### src/rtl/ps2_host_tx.sv
// Host-to-device PS/2 transmitter: inhibit, start bit, 8 data + odd parity + stop on device clock falls, then ack.
// Latency ~inhibit_cycles + 11 device clocks; a trigger while busy is dropped, not queued.
module ps2_host_tx #(
  parameter int CLOCK_FILTER   = 24,
  parameter int INHIBIT_CYCLES = 10800,
  parameter int TIMEOUT_CYCLES = 1611000
) (
  input  logic       clk,
  input  logic       rst_n,
  input  logic       ps2_clk_in,
  input  logic       ps2_dat_in,
  output logic       ps2_clk_oe,
  output logic       ps2_dat_oe,
  input  logic       send_trigger,
  input  logic [7:0] send_byte,
  output logic       busy,
  output logic       done,
  output logic       error
);

  localparam int MAXC = (INHIBIT_CYCLES > TIMEOUT_CYCLES) ? INHIBIT_CYCLES : TIMEOUT_CYCLES;
  localparam int CW   = $clog2(MAXC + 1);
  localparam int FW   = $clog2(CLOCK_FILTER + 1);
  localparam logic [CW-1:0] INH_LAST = CW'(INHIBIT_CYCLES - 2);
  localparam logic [CW-1:0] TMO_LAST = CW'(TIMEOUT_CYCLES - 1);
  localparam logic [FW-1:0] FLT_LAST = FW'(CLOCK_FILTER - 1);

  typedef enum logic [2:0] {IDLE, INHIBIT, RELEASE, SHIFT, ACK, WAIT_IDLE} state_t;

  logic          clk_s1_q, clk_s2_q, dat_s1_q, dat_s2_q;
  logic          filt_q, fall_q;
  logic [FW-1:0] fcnt_q;

  // Pads idle high, so the synchronisers and filter come out of reset high to avoid a false fall.
  always_ff @(posedge clk or negedge rst_n) begin
    if (!rst_n) begin
      clk_s1_q <= 1'b1;
      clk_s2_q <= 1'b1;
      dat_s1_q <= 1'b1;
      dat_s2_q <= 1'b1;
      filt_q   <= 1'b1;
      fcnt_q   <= '0;
      fall_q   <= 1'b0;
    end else begin
      clk_s1_q <= ps2_clk_in;
      clk_s2_q <= clk_s1_q;
      dat_s1_q <= ps2_dat_in;
      dat_s2_q <= dat_s1_q;
      fall_q   <= 1'b0;
      if (clk_s2_q == filt_q) begin
        fcnt_q <= '0;
      end else if (fcnt_q == FLT_LAST) begin
        filt_q <= clk_s2_q;
        fcnt_q <= '0;
        fall_q <= filt_q;
      end else begin
        fcnt_q <= fcnt_q + 1'b1;
      end
    end
  end

  state_t        state_q, state_d;
  logic [CW-1:0] cnt_q, cnt_d;
  logic [3:0]    bit_q, bit_d;
  logic [9:0]    frame_q, frame_d;
  logic          clk_oe_q, clk_oe_d, dat_oe_q, dat_oe_d;
  logic          done_q, done_d, error_q, error_d;

  always_ff @(posedge clk or negedge rst_n) begin
    if (!rst_n) begin
      state_q  <= IDLE;
      cnt_q    <= '0;
      bit_q    <= '0;
      frame_q  <= '0;
      clk_oe_q <= 1'b0;
      dat_oe_q <= 1'b0;
      done_q   <= 1'b0;
      error_q  <= 1'b0;
    end else begin
      state_q  <= state_d;
      cnt_q    <= cnt_d;
      bit_q    <= bit_d;
      frame_q  <= frame_d;
      clk_oe_q <= clk_oe_d;
      dat_oe_q <= dat_oe_d;
      done_q   <= done_d;
      error_q  <= error_d;
    end
  end

  always_comb begin
    state_d  = state_q;
    cnt_d    = cnt_q;
    bit_d    = bit_q;
    frame_d  = frame_q;
    clk_oe_d = clk_oe_q;
    dat_oe_d = dat_oe_q;
    done_d   = 1'b0;
    error_d  = 1'b0;
    case (state_q)
      IDLE: begin
        clk_oe_d = 1'b0;
        dat_oe_d = 1'b0;
        cnt_d    = '0;
        if (send_trigger) begin
          frame_d  = {1'b1, ~^send_byte, send_byte};
          clk_oe_d = 1'b1;
          state_d  = INHIBIT;
        end
      end
      // Clock is held low for INHIBIT_CYCLES in total; the start bit goes out on its last cycle.
      INHIBIT: begin
        if (cnt_q == INH_LAST) begin
          cnt_d    = '0;
          dat_oe_d = 1'b1;
          state_d  = RELEASE;
        end else begin
          cnt_d = cnt_q + 1'b1;
        end
      end
      RELEASE: begin
        clk_oe_d = 1'b0;
        bit_d    = '0;
        state_d  = SHIFT;
      end
      SHIFT: begin
        if (fall_q) begin
          dat_oe_d = ~frame_q[bit_q];
          if (bit_q == 4'd9) state_d = ACK;
          else               bit_d   = bit_q + 1'b1;
        end
      end
      ACK: begin
        if (fall_q) begin
          if (dat_s2_q) begin
            error_d  = 1'b1;
            clk_oe_d = 1'b0;
            dat_oe_d = 1'b0;
            state_d  = IDLE;
          end else begin
            state_d = WAIT_IDLE;
          end
        end
      end
      WAIT_IDLE: begin
        if (filt_q && dat_s2_q) begin
          done_d  = 1'b1;
          state_d = IDLE;
        end
      end
      default: state_d = IDLE;
    endcase

    // Timeout overrides any completion in the same cycle so only one pulse is emitted.
    if (state_q inside {RELEASE, SHIFT, ACK, WAIT_IDLE}) begin
      cnt_d = cnt_q + 1'b1;
      if (cnt_q == TMO_LAST) begin
        cnt_d    = '0;
        done_d   = 1'b0;
        error_d  = 1'b1;
        clk_oe_d = 1'b0;
        dat_oe_d = 1'b0;
        state_d  = IDLE;
      end
    end
  end

  assign ps2_clk_oe = clk_oe_q;
  assign ps2_dat_oe = dat_oe_q;
  assign busy       = (state_q != IDLE);
  assign done       = done_q;
  assign error      = error_q;

endmodule

### config.mk
export PLATFORM = sky130hd
export DESIGN_NAME = ps2_host_tx
export DESIGN_NICKNAME = d
export VERILOG_FILES = /design/src/rtl/ps2_host_tx.sv
export SDC_FILE = /design/constraint.sdc
export NUM_CORES = 1
export LEC_CHECK = 0
export CAP_MARGIN = 20
export CORE_ASPECT_RATIO = 0.75
export CORE_MARGIN = 2
export CORE_UTILIZATION = 45
export CTS_CLUSTER_DIAMETER = 50
export DETAILED_ROUTE_END_ITERATION = 8
export PLACE_DENSITY_LB_ADDON = 0.1
export SETUP_SLACK_MARGIN = 0.02
export SLEW_MARGIN = 25
export SYNTH_ARGS = -nofsm -noshare
export SYNTH_HDL_FRONTEND = slang
export SYNTH_SLANG_ARGS = --single-unit
### constraint.sdc
create_clock -name clk -period 4.2 [get_ports clk]
set_clock_uncertainty 0.1 [all_clocks]
set_input_delay 0.84 -clock clk [delete_from_list [all_inputs] [get_ports clk]]
set_output_delay 0.84 -clock clk [all_outputs]
set_load 0.02 [all_outputs]
Yosys cells after proc, flatten, opt, wreduce, memory -nomap -nowiden:

Cells that the tools add are included.

* flip-flop bits (word level): 53
* word-level logic and storage cells: 88
* output and inout port bits: 5
* input port bits: 13

* eq/ne operators: 12
* reduce and logical (&&, ||, !) cells: 10
* $lt $le $gt $ge: 1
* muxes and demuxes: 45
* $add $sub $neg: 3
* bitwise operators: 2

Operators by type and width (number)
* $mux 21: 3
* $pmux 21 s2: 1
* $mux 3: 9
* $mux 1: 23
* $add 21x1->21 const B: 1
* $eq 21x14->1 const B: 1
* $eq 21x21->1 const B: 1
* $pmux 3 s6: 1
* $mux 5: 2
* $mux 4: 2
* $pmux 4 s2: 1
* $reduce_xnor 8->1: 1
* $eq 3x2->1 const B: 2
* $eq 3x3->1 const B: 2
* $reduce_bool 3->1: 2
* $add 5x1->5 const B: 1
* $eq 5x5->1 const B: 1
* $lt 4x5->1 const B: 1
* $add 4x1->4 const B: 1
* $bmux 1 s4: 1
* $eq 4x4->1 const B: 1
* $ne 2x2->1 const B: 2
* $pmux 1 s4: 1
* $reduce_and 2->1: 2
* 9 further kinds: 10

Depth between registers and ports, before layout:

Gate-level depths: netlist of run 1.

* depth in word-level cells: 7
* gate-level depth with buffers: 9
* depth with buffers taken out: 7

Worst setup path before layout of run 1:

OpenSTA, ideal clock, no wires.

* path type: reg-to-reg
* from: register cnt_q[9]
* to: register cnt_q[0]
* arrival: 1.906 ns
* setup slack: 2.073 ns
* required time: 3.979 ns
* path buffers: 0
* period minus slack after synthesis: 2.127 ns
* setup time: 0.121 ns
* cell stages (with the launch flop): 6
* cells stage by stage: dfrtp_1 -> or4b_1 -> or4_4 -> o211ai_1 -> o21ai_1 -> a22o_1

* longest elaborated chain between the ends: 4
* elaborated cells between the ends (all ways): 6
* those cells by class: 2 x eq/ne; 4 x mux

RTL lines
* from (decl): line 63 `logic [CW-1:0] cnt_q, cnt_d;`
* from (signal assigned): line 81 `cnt_q <= cnt_d;`
* $eq 21x14->1: line 113 `if (cnt_q == INH_LAST) begin`
* $mux 21: line 113
* $pmux 21 s2: line 100 `case (state_q)`
* $mux 21 *: line 155 `if (state_q inside {RELEASE, SHIFT, ACK, WAIT_IDLE}) begin`

Mark *: on every way between the ends. The rest lies on a longest branch, timed or not.
A chain may end at the register's enable or synchronous reset.

Worst setup path in the final report of run 1:

* from: register state_q[1]
* to: output port busy

* longest elaborated chain between the ends: 1

RTL lines
* from (decl): line 62 `state_t state_q, state_d;`
* from (signal assigned): line 80 `state_q <= state_d;`
* $reduce_bool 3->1: line 170 `assign busy = (state_q != IDLE);`
* to (decl): line 16 `output logic busy,`

No other way between the ends.

==> summary.json, run 1 <==
{
  "status": {"value": "finished clean"},
  "gr_usage_total": {"value": 18.9, "unit": "%"},
  "most-common-layout-cells": {"value": "dfrtp_1, nor2_1, nand2_1, xnor2_1, clkdlybuf4s50_1"},
  "rows": {"value": 24},
  "route.antenna.remaining_nets": {"value": 0},
  "final-setup-viol-count": {"value": 0},
  "critical_path_required": {"value": 3260, "unit": "ps"},
  "clock-sinks": {"value": 53},
  "root_buffer": {"value": "clkbuf_8"},
  "critical_path.reg2reg.startpoint": {"value": "cnt_q[16]"},
  "timing.hold.worst.class": {"value": "reg -> reg"},
  "area.growth.synth_to_final": {"value": 11.0, "unit": "%"},
  "postSynthCellCount": {"value": 282},
  "number_of_synthesized_register_bits": {"value": 53},
  "syn-mean-instance-area": {"value": 9.99, "unit": "um^2"},
  "final_critical_path_share_of_the_clock_period": {"value": 68.8, "unit": "%"},
  "critical_path_class": {"value": "reg -> out"},
  "end_of_the_worst_hold_path": {"value": "clk_s2_q"},
  "final_hold_viol_count": {"value": 0},
  "cts_repair_resize_count": {"value": 0},
  "seq_area_frac_synth": {"value": 47.3, "unit": "%"},
  "layout_nets": {"value": 313},
  "core": {"value": 5920, "unit": "um^2"},
  "die-area": {"value": 6910, "unit": "um^2"},
  "synthDistinctLibCells": {"value": 51},
  "detailed_place_hpwl": {"value": 4.09, "unit": "mm"},
  "worst_ep_arrival_time": {"value": 1950, "unit": "ps"},
  "antenna_violations_before_repair": {"value": 0},
  "crit_fanout": {"value": 18},
  "num_antenna_cells": {"value": 0},
  "finalPower": {"value": 0.000885, "unit": "W"},
  "first_global_vias": {"value": 1992},
  "synth-async-reset-ratio": {"value": 100, "unit": "%"},
  "timing.critical_path.slowest_cell_delay": {"value": 580, "unit": "ps"},
  "slew-limit-headroom": {"value": 39.6, "unit": "%"},
  "highest_delay_cell_along_the_critical_path": {"value": "dfrtp_1"},
  "max-clock-path-buffers": {"value": 2},
  "cts_made_buffers": {"value": 5},
  "setup.worst_path.start_class": {"value": "register"},
  "cts.repair_timing.setup_buffer_count": {"value": 0},
  "detail_route.iter0.violations": {"value": 109},
  "reg2reg_depth": {"value": 5},
  "number_of_synthesis_warnings": {"value": 0},
  "gr-total-overflow": {"value": 0},
  "grt_start_max_net_pins": {"value": 29},
  "final-max-slew-violation-count": {"value": 0},
  "finalNonFillerCells": {"value": 374},
  "crit-reg2reg-capture": {"value": "cnt_q[5]"},
  "synth.net_count": {"value": 300},
  "min_delay_path_depth": {"value": 0},
  "min_from": {"value": "clk_s1_q"},
  "routabilityCongestion": {"value": 0.871},
  "power.static_leakage": {"value": 1.27, "unit": "nW"},
  "clkTransAtPathRegs": {"value": 100, "unit": "ps"},
  "die_h": {"value": 72.5, "unit": "um"},
  "global_route_wire_length_before_repair": {"value": 10.2, "unit": "mm"},
  "setup-tns-final": {"value": 0, "unit": "ps"},
  "rsz0062_at_grt": {"value": "no"},
  "hold-worst-slack": {"value": 261, "unit": "ps"},
  "detail_route.wl_per_cell": {"value": 15.3, "unit": "um"},
  "vias": {"value": 2066},
  "cts_tree": {"value": "done"},
  "ys_dominant_reg_cell": {"value": "dfrtp_1"},
  "transition_time_at_the_pin_with_the_least_slew_margin": {"value": 903, "unit": "ps"},
  "layout-drive-gt1-share": {"value": 11.5, "unit": "%"},
  "power_per_cell_area": {"value": 283, "unit": "nW/um^2"},
  "dpl.cell_count": {"value": 366},
  "r2r_slack": {"value": 1590, "unit": "ps"},
  "num-fill-cells": {"value": 526},
  "drt_wl_total": {"value": 5.70, "unit": "mm"},
  "synthesis.area": {"value": 2820, "unit": "um^2"},
  "ioPinCount": {"value": 18},
  "worst_setup_path_end_kind": {"value": "output pin"},
  "die_width": {"value": 95.4, "unit": "um"},
  "drc_errors": {"value": 0},
  "maxClockFrequency": {"value": 346, "unit": "MHz"},
  "clock_insertion_delay_worst_skew": {"value": 310, "unit": "ps"},
  "synth-edff-count": {"value": 0},
  "mostFrequentLayoutCell": {"value": "dfrtp_1"},
  "postCtsHoldBufs": {"value": 0},
  "period_needed": {"value": 2890, "unit": "ps"},
  "cts-htree-levels": {"value": 2},
  "route.detailed.vias_per_inst": {"value": 5.52},
  "timing.critical_path.cells": {"value": "or3_1, clkdlybuf4s50_1"},
  "initial_utilization": {"value": 47.6, "unit": "%"},
  "max-vdd-ir-drop": {"value": 0.187, "unit": "mV"},
  "portbufs": {"value": 17},
  "firstDrtPassIters": {"value": 4},
  "finish.utilization": {"value": 52.9, "unit": "%"},
  "cap_violations": {"value": 0}
}
[layer usage]
metal | vias to the layer above | GRT usage (%) | part of all wire, %
met5 | - | 0 | 0
li1 | 1025 | - | -
met2 | 64 | 24.0 | 39
met4 | 0 | 5.15 | 1.0
met1 | 971 | 31.6 | 53
met3 | 6 | 3.95 | 6.4
[stage by stage]
step / setup slack, ps / instance area [um^2]
after detailed placement: 1540 / 3030
final: 1310 / 3130
after floorplan: 2070 / 2820
after global routing: 1240 / 3130
after CTS: 1300 / 3130
after global placement: 1550 / 3030
[worst max-delay path by stage]
stage	startpoint	endpoint	cells past startpoint
3_5_place_dp	send_trigger	frame_q[7]	4
2_1_floorplan	cnt_q[9]	cnt_q[0]	5
5_1_grt	state_q[1]	busy	2
4_1_cts	state_q[1]	busy	2
6_report	state_q[1]	busy	2
3_3_place_gp	send_trigger	frame_q[3]	4
[area by class of cell]
class                           count  area [um^2]  area share, %
Sequential cell                    53         1330           42.6
Tap cell                           78         97.6           3.12
Clock inverter                      3         26.3          0.840
Inverter                           11         41.3           1.32
Multi-Input combinational cell    206         1390           44.4
Timing Repair Buffer               18          173           5.52
Clock buffer                        5         68.8           2.20
[worst max-delay path, delay by kind of cell (launching register included)]
| kind | cells | cell delay, ps |
|---|---|---|
| flip-flops | 1 | 580 |
| buffers and inverters | 1 | 560 |
| AND/OR/NAND/NOR | 1 | 490 |
[report_power, final]
group | internal [W] | leakage (nW) | switching, W | total, W
Combinational | 0.0000291 | 0.532 | 0.0000240 | 0.0000530
Sequential | 0.000523 | 0.687 | 0.00000640 | 0.000529
Clock | 0.000122 | 0.0487 | 0.000180 | 0.000302
[registers in the layout (all words and copies together), names as in the netlist, 3 cells and up]
signal,flops
frame_q,10
bit_q,4
cnt_q,21
state_q,3
fcnt_q,5
[cell families (layout without fill, tap and decap cells)]
group	after synthesis	count (layout)	share of synthesized area, %
xor gates and xnor gates	27	27	8.40
AOI/OAI and AO/OA	39	39	9.24
adders and majority gates	6	6	2.58
buffers and inverters	23	37	3.42
and+or+nand+nor	119	119	22.3
DFF	53	53	47.3
muxes	15	15	6.75
[Yosys cell counts, drive strengths merged (2+ instances only)]
| cell | instances | area [um^2] |
|---|---|---|
| and3 | 4 | 25.0 |
| a22o | 3 | 26.3 |
| xnor2 | 21 | 184 |
| o22ai | 4 | 25.0 |
| a211oi | 2 | 15.0 |
| dfstp | 5 | 131 |
| or3 | 2 | 12.5 |
| and4 | 2 | 17.5 |
| nor2b | 4 | 25.0 |
| dfrtp | 48 | 1200 |
| ha | 5 | 62.6 |
| nor3 | 11 | 55.1 |
| mux2 | 12 | 135 |
| nand3b | 2 | 15.0 |
| o21ai | 8 | 40.0 |
| nor4 | 3 | 18.8 |
| nand4 | 10 | 62.6 |
| mux4 | 2 | 45.0 |
| or4 | 3 | 26.3 |
| nor2 | 35 | 139 |
| nand3 | 10 | 50.1 |
| buf | 4 | 25.0 |
| clkbuf | 8 | 30.0 |
| nor3b | 3 | 22.5 |
| xor2 | 6 | 52.6 |
| a211o | 2 | 17.5 |
| a21oi | 11 | 55.1 |
| nand4b | 3 | 26.3 |
| nand2 | 21 | 78.8 |
| inv | 11 | 41.3 |
No activity file was read; power rests on OpenSTA's default activity.
==> run 2, diff against run 1 <==
clock period = 2.5 ns   (was 4.2 ns; I/O delays follow)
==> run 2 against run 1 <==
Effect of this change:
- clock power up 100%
- combinational power grew 75%
- wire length rose by 2.1%
- critical endpoint unchanged
- register-to-register slack worse by 1300 ps
- sequential power rose by 68%
- first-iteration DRC count up 39%
- global-route usage increased by 0.25 points
==> summary.json, run 2 (synthesized netlist as in run 1, its figures left out) <==
{
  "portbufs": {"value": 17, "change": "unchanged"},
  "drc_errors": {"value": 0, "change": "unchanged"},
  "die_width": {"value": 95.4, "unit": "um", "change": "unchanged"},
  "final-max-slew-violation-count": {"value": 0, "change": "unchanged"},
  "global_route_wire_length_before_repair": {"value": 10.2, "unit": "mm", "change": "+0.33%"},
  "registers.top_by_ff_count": {"value": "cnt_q"},
  "first_global_vias": {"value": 1995, "change": "+0.15%"},
  "gr-total-overflow": {"value": 0, "change": "unchanged"},
  "highest_delay_cell_along_the_critical_path": {"value": "clkdlybuf4s50_1"},
  "transition_time_at_the_pin_with_the_least_slew_margin": {"value": 530, "unit": "ps", "change": "-373 ps"},
  "route.antenna.remaining_nets": {"value": 0, "change": "unchanged"},
  "num-fill-cells": {"value": 526, "change": "unchanged"},
  "cts_made_buffers": {"value": 5, "change": "unchanged"},
  "final_critical_path_share_of_the_clock_period": {"value": 94.8, "unit": "%"},
  "worst_ep_arrival_time": {"value": 1770, "unit": "ps", "change": "-180 ps"},
  "power.static_leakage": {"value": 1.32, "unit": "nW", "change": "+4.1%"},
  "grt_start_max_net_pins": {"value": 25, "change": "-14%"},
  "routabilityCongestion": {"value": 0.845, "change": "-3.0%"},
  "timing.critical_path.cells": {"value": "or3_1, clkdlybuf4s50_1"},
  "clock-sinks": {"value": 53, "change": "unchanged"},
  "detailed_place_hpwl": {"value": 4.30, "unit": "mm", "change": "+5.1%"},
  "clkTransAtPathRegs": {"value": 100, "unit": "ps", "change": "about the same"},
  "timing.critical_path.slowest_cell_delay": {"value": 570, "unit": "ps", "change": "about the same"},
  "status": {"value": "finished clean"},
  "firstDrtPassIters": {"value": 4, "change": "unchanged"},
  "layout-drive-gt1-share": {"value": 14.1, "unit": "%", "change": "+2.7 points"},
  "reg_top3": {"value": "cnt_q (21), frame_q (10), fcnt_q (5)"},
  "finalNonFillerCells": {"value": 382, "change": "+2.1%"},
  "flip_flop_and_latch_area": {"value": 1330, "unit": "um^2", "change": "about the same"},
  "cts-htree-levels": {"value": 2, "change": "unchanged"},
  "most-common-layout-cells": {"value": "dfrtp_1, nor2_1, nand2_1, xnor2_1, clkdlybuf4s50_1"},
  "rows": {"value": 24, "change": "unchanged"},
  "cap_violations": {"value": 0, "change": "unchanged"},
  "dpl.cell_count": {"value": 374, "change": "+2.2%"},
  "area.growth.synth_to_final": {"value": 14.4, "unit": "%"},
  "ioPinCount": {"value": 18, "change": "unchanged"},
  "antenna_violations_before_repair": {"value": 0, "change": "unchanged"},
  "cts.repair_timing.setup_buffer_count": {"value": 0, "change": "unchanged"},
  "final-setup-viol-count": {"value": 0, "change": "unchanged"},
  "rsz0062_at_grt": {"value": "no"},
  "max-vdd-ir-drop": {"value": 0.327, "unit": "mV", "change": "+75%"},
  "timing.hold.worst.class": {"value": "in -> async"},
  "initial_utilization": {"value": 47.6, "unit": "%", "change": "unchanged"},
  "vias": {"value": 2105, "change": "+1.9%"},
  "setup.worst_path.start_class": {"value": "register"},
  "critical_path_class": {"value": "reg -> out"},
  "slew-limit-headroom": {"value": 64.6, "unit": "%", "change": "+25 points"},
  "crit_fanout": {"value": 12, "change": "-6"},
  "drt_wl_total": {"value": 5.82, "unit": "mm", "change": "+2.1%"},
  "multi_input_comb_area": {"value": 1390, "unit": "um^2", "change": "unchanged"},
  "power_per_cell_area": {"value": 492, "unit": "nW/um^2", "change": "+74%"},
  "clock_insertion_delay_worst_skew": {"value": 310, "unit": "ps", "change": "about the same"},
  "detail_route.wl_per_cell": {"value": 15.2, "unit": "um", "change": "about the same"},
  "worst_setup_path_end_kind": {"value": "output pin"},
  "die-area": {"value": 6910, "unit": "um^2", "change": "unchanged"},
  "critical_path_required": {"value": 1900, "unit": "ps", "change": "-1360 ps"},
  "cts_tree": {"value": "done"},
  "core": {"value": 5920, "unit": "um^2", "change": "unchanged"},
  "final_hold_viol_count": {"value": 0, "change": "unchanged"},
  "route.detailed.vias_per_inst": {"value": 5.51, "change": "-0.25%"},
  "largest_register_ffs": {"value": 21, "change": "unchanged"},
  "die_h": {"value": 72.5, "unit": "um", "change": "unchanged"},
  "setup-tns-final": {"value": 0, "unit": "ps", "change": "unchanged"},
  "period_needed": {"value": 2370, "unit": "ps"},
  "layout_nets": {"value": 321, "change": "+2.6%"},
  "num_antenna_cells": {"value": 0, "change": "unchanged"},
  "postCtsHoldBufs": {"value": 0, "change": "unchanged"},
  "root_buffer": {"value": "clkbuf_8"},
  "mostFrequentLayoutCell": {"value": "dfrtp_1"},
  "max-clock-path-buffers": {"value": 2, "change": "unchanged"},
  "detail_route.iter0.violations": {"value": 151, "change": "+39%"},
  "gr_usage_total": {"value": 19.2, "unit": "%", "change": "+0.25 points"},
  "maxClockFrequency": {"value": 422, "unit": "MHz"}
}
## run 2: layer usage
metal / GRT usage, % / part of all wire, %
met1: 31.8 / 57
met2: 24.6 / 38
met3: 5.30 / 4.2
met5: 0 / 0
met4: 3.22 / 0.65
## run 2: critical path, delay by kind of cell, from the launching register on
kind / cells / cell delay, ps
buf+inv: 1 / 570
flops: 1 / 500
simple gates: 1 / 390
## run 2: cell type report
class                   instances  share of cell area, %
inverters                      11                   1.28
clock inverters                 3                   1.48
repair buffers                 26                   7.61
well taps                      78                   3.03
multi-input cells             206                   43.1
flip-flops and latches         53                   41.4
clock buffers                   5                   2.14
## run 2: final timing paths
kind | end | startpoint | slack, ps | cells past startpoint
max reg2reg | cnt_q[16] | cnt_q[1] | 270 | 7
min reg2reg | clk_s2_q | clk_s1_q | 260 | 0
max | busy | state_q[2] | 130 | 2
min in group clk | clk_s2_q | clk_s1_q | 260 | 0
max in group asynchronous | filt_q | rst_n | 1560 | 2
min | ps2_clk_oe | rst_n | 60 | 1
## run 2: report_power, final
| part | switching, W | internal [W] | total (W) |
|---|---|---|---|
| registers | 0.0000119 | 0.000878 | 0.000890 |
| logic | 0.0000427 | 0.0000498 | 0.0000925 |
| clock network | 0.000298 | 0.000306 | 0.000603 |
## run 2: stage by stage
step                      utilization [%]  cell area (um^2)  setup WS [ps]  power (W)  hold WS [ps]
after global routing                 54.5              3220           82.3    0.00166          80.7
after CTS                            54.4              3220           68.8    0.00161          73.0
after detailed placement             52.5              3100            286    0.00100           247
final                                54.5              3220            130    0.00159          58.0
after floorplan                         -              2820            373   0.000947           104
after global placement               52.5              3100            304   0.000999           247
## run 2: timing repair
item,4_1_cts,5_1_grt
setup endpoints to repair,0,1
resized for setup,0,1
endpoints found under the hold margin,0,0
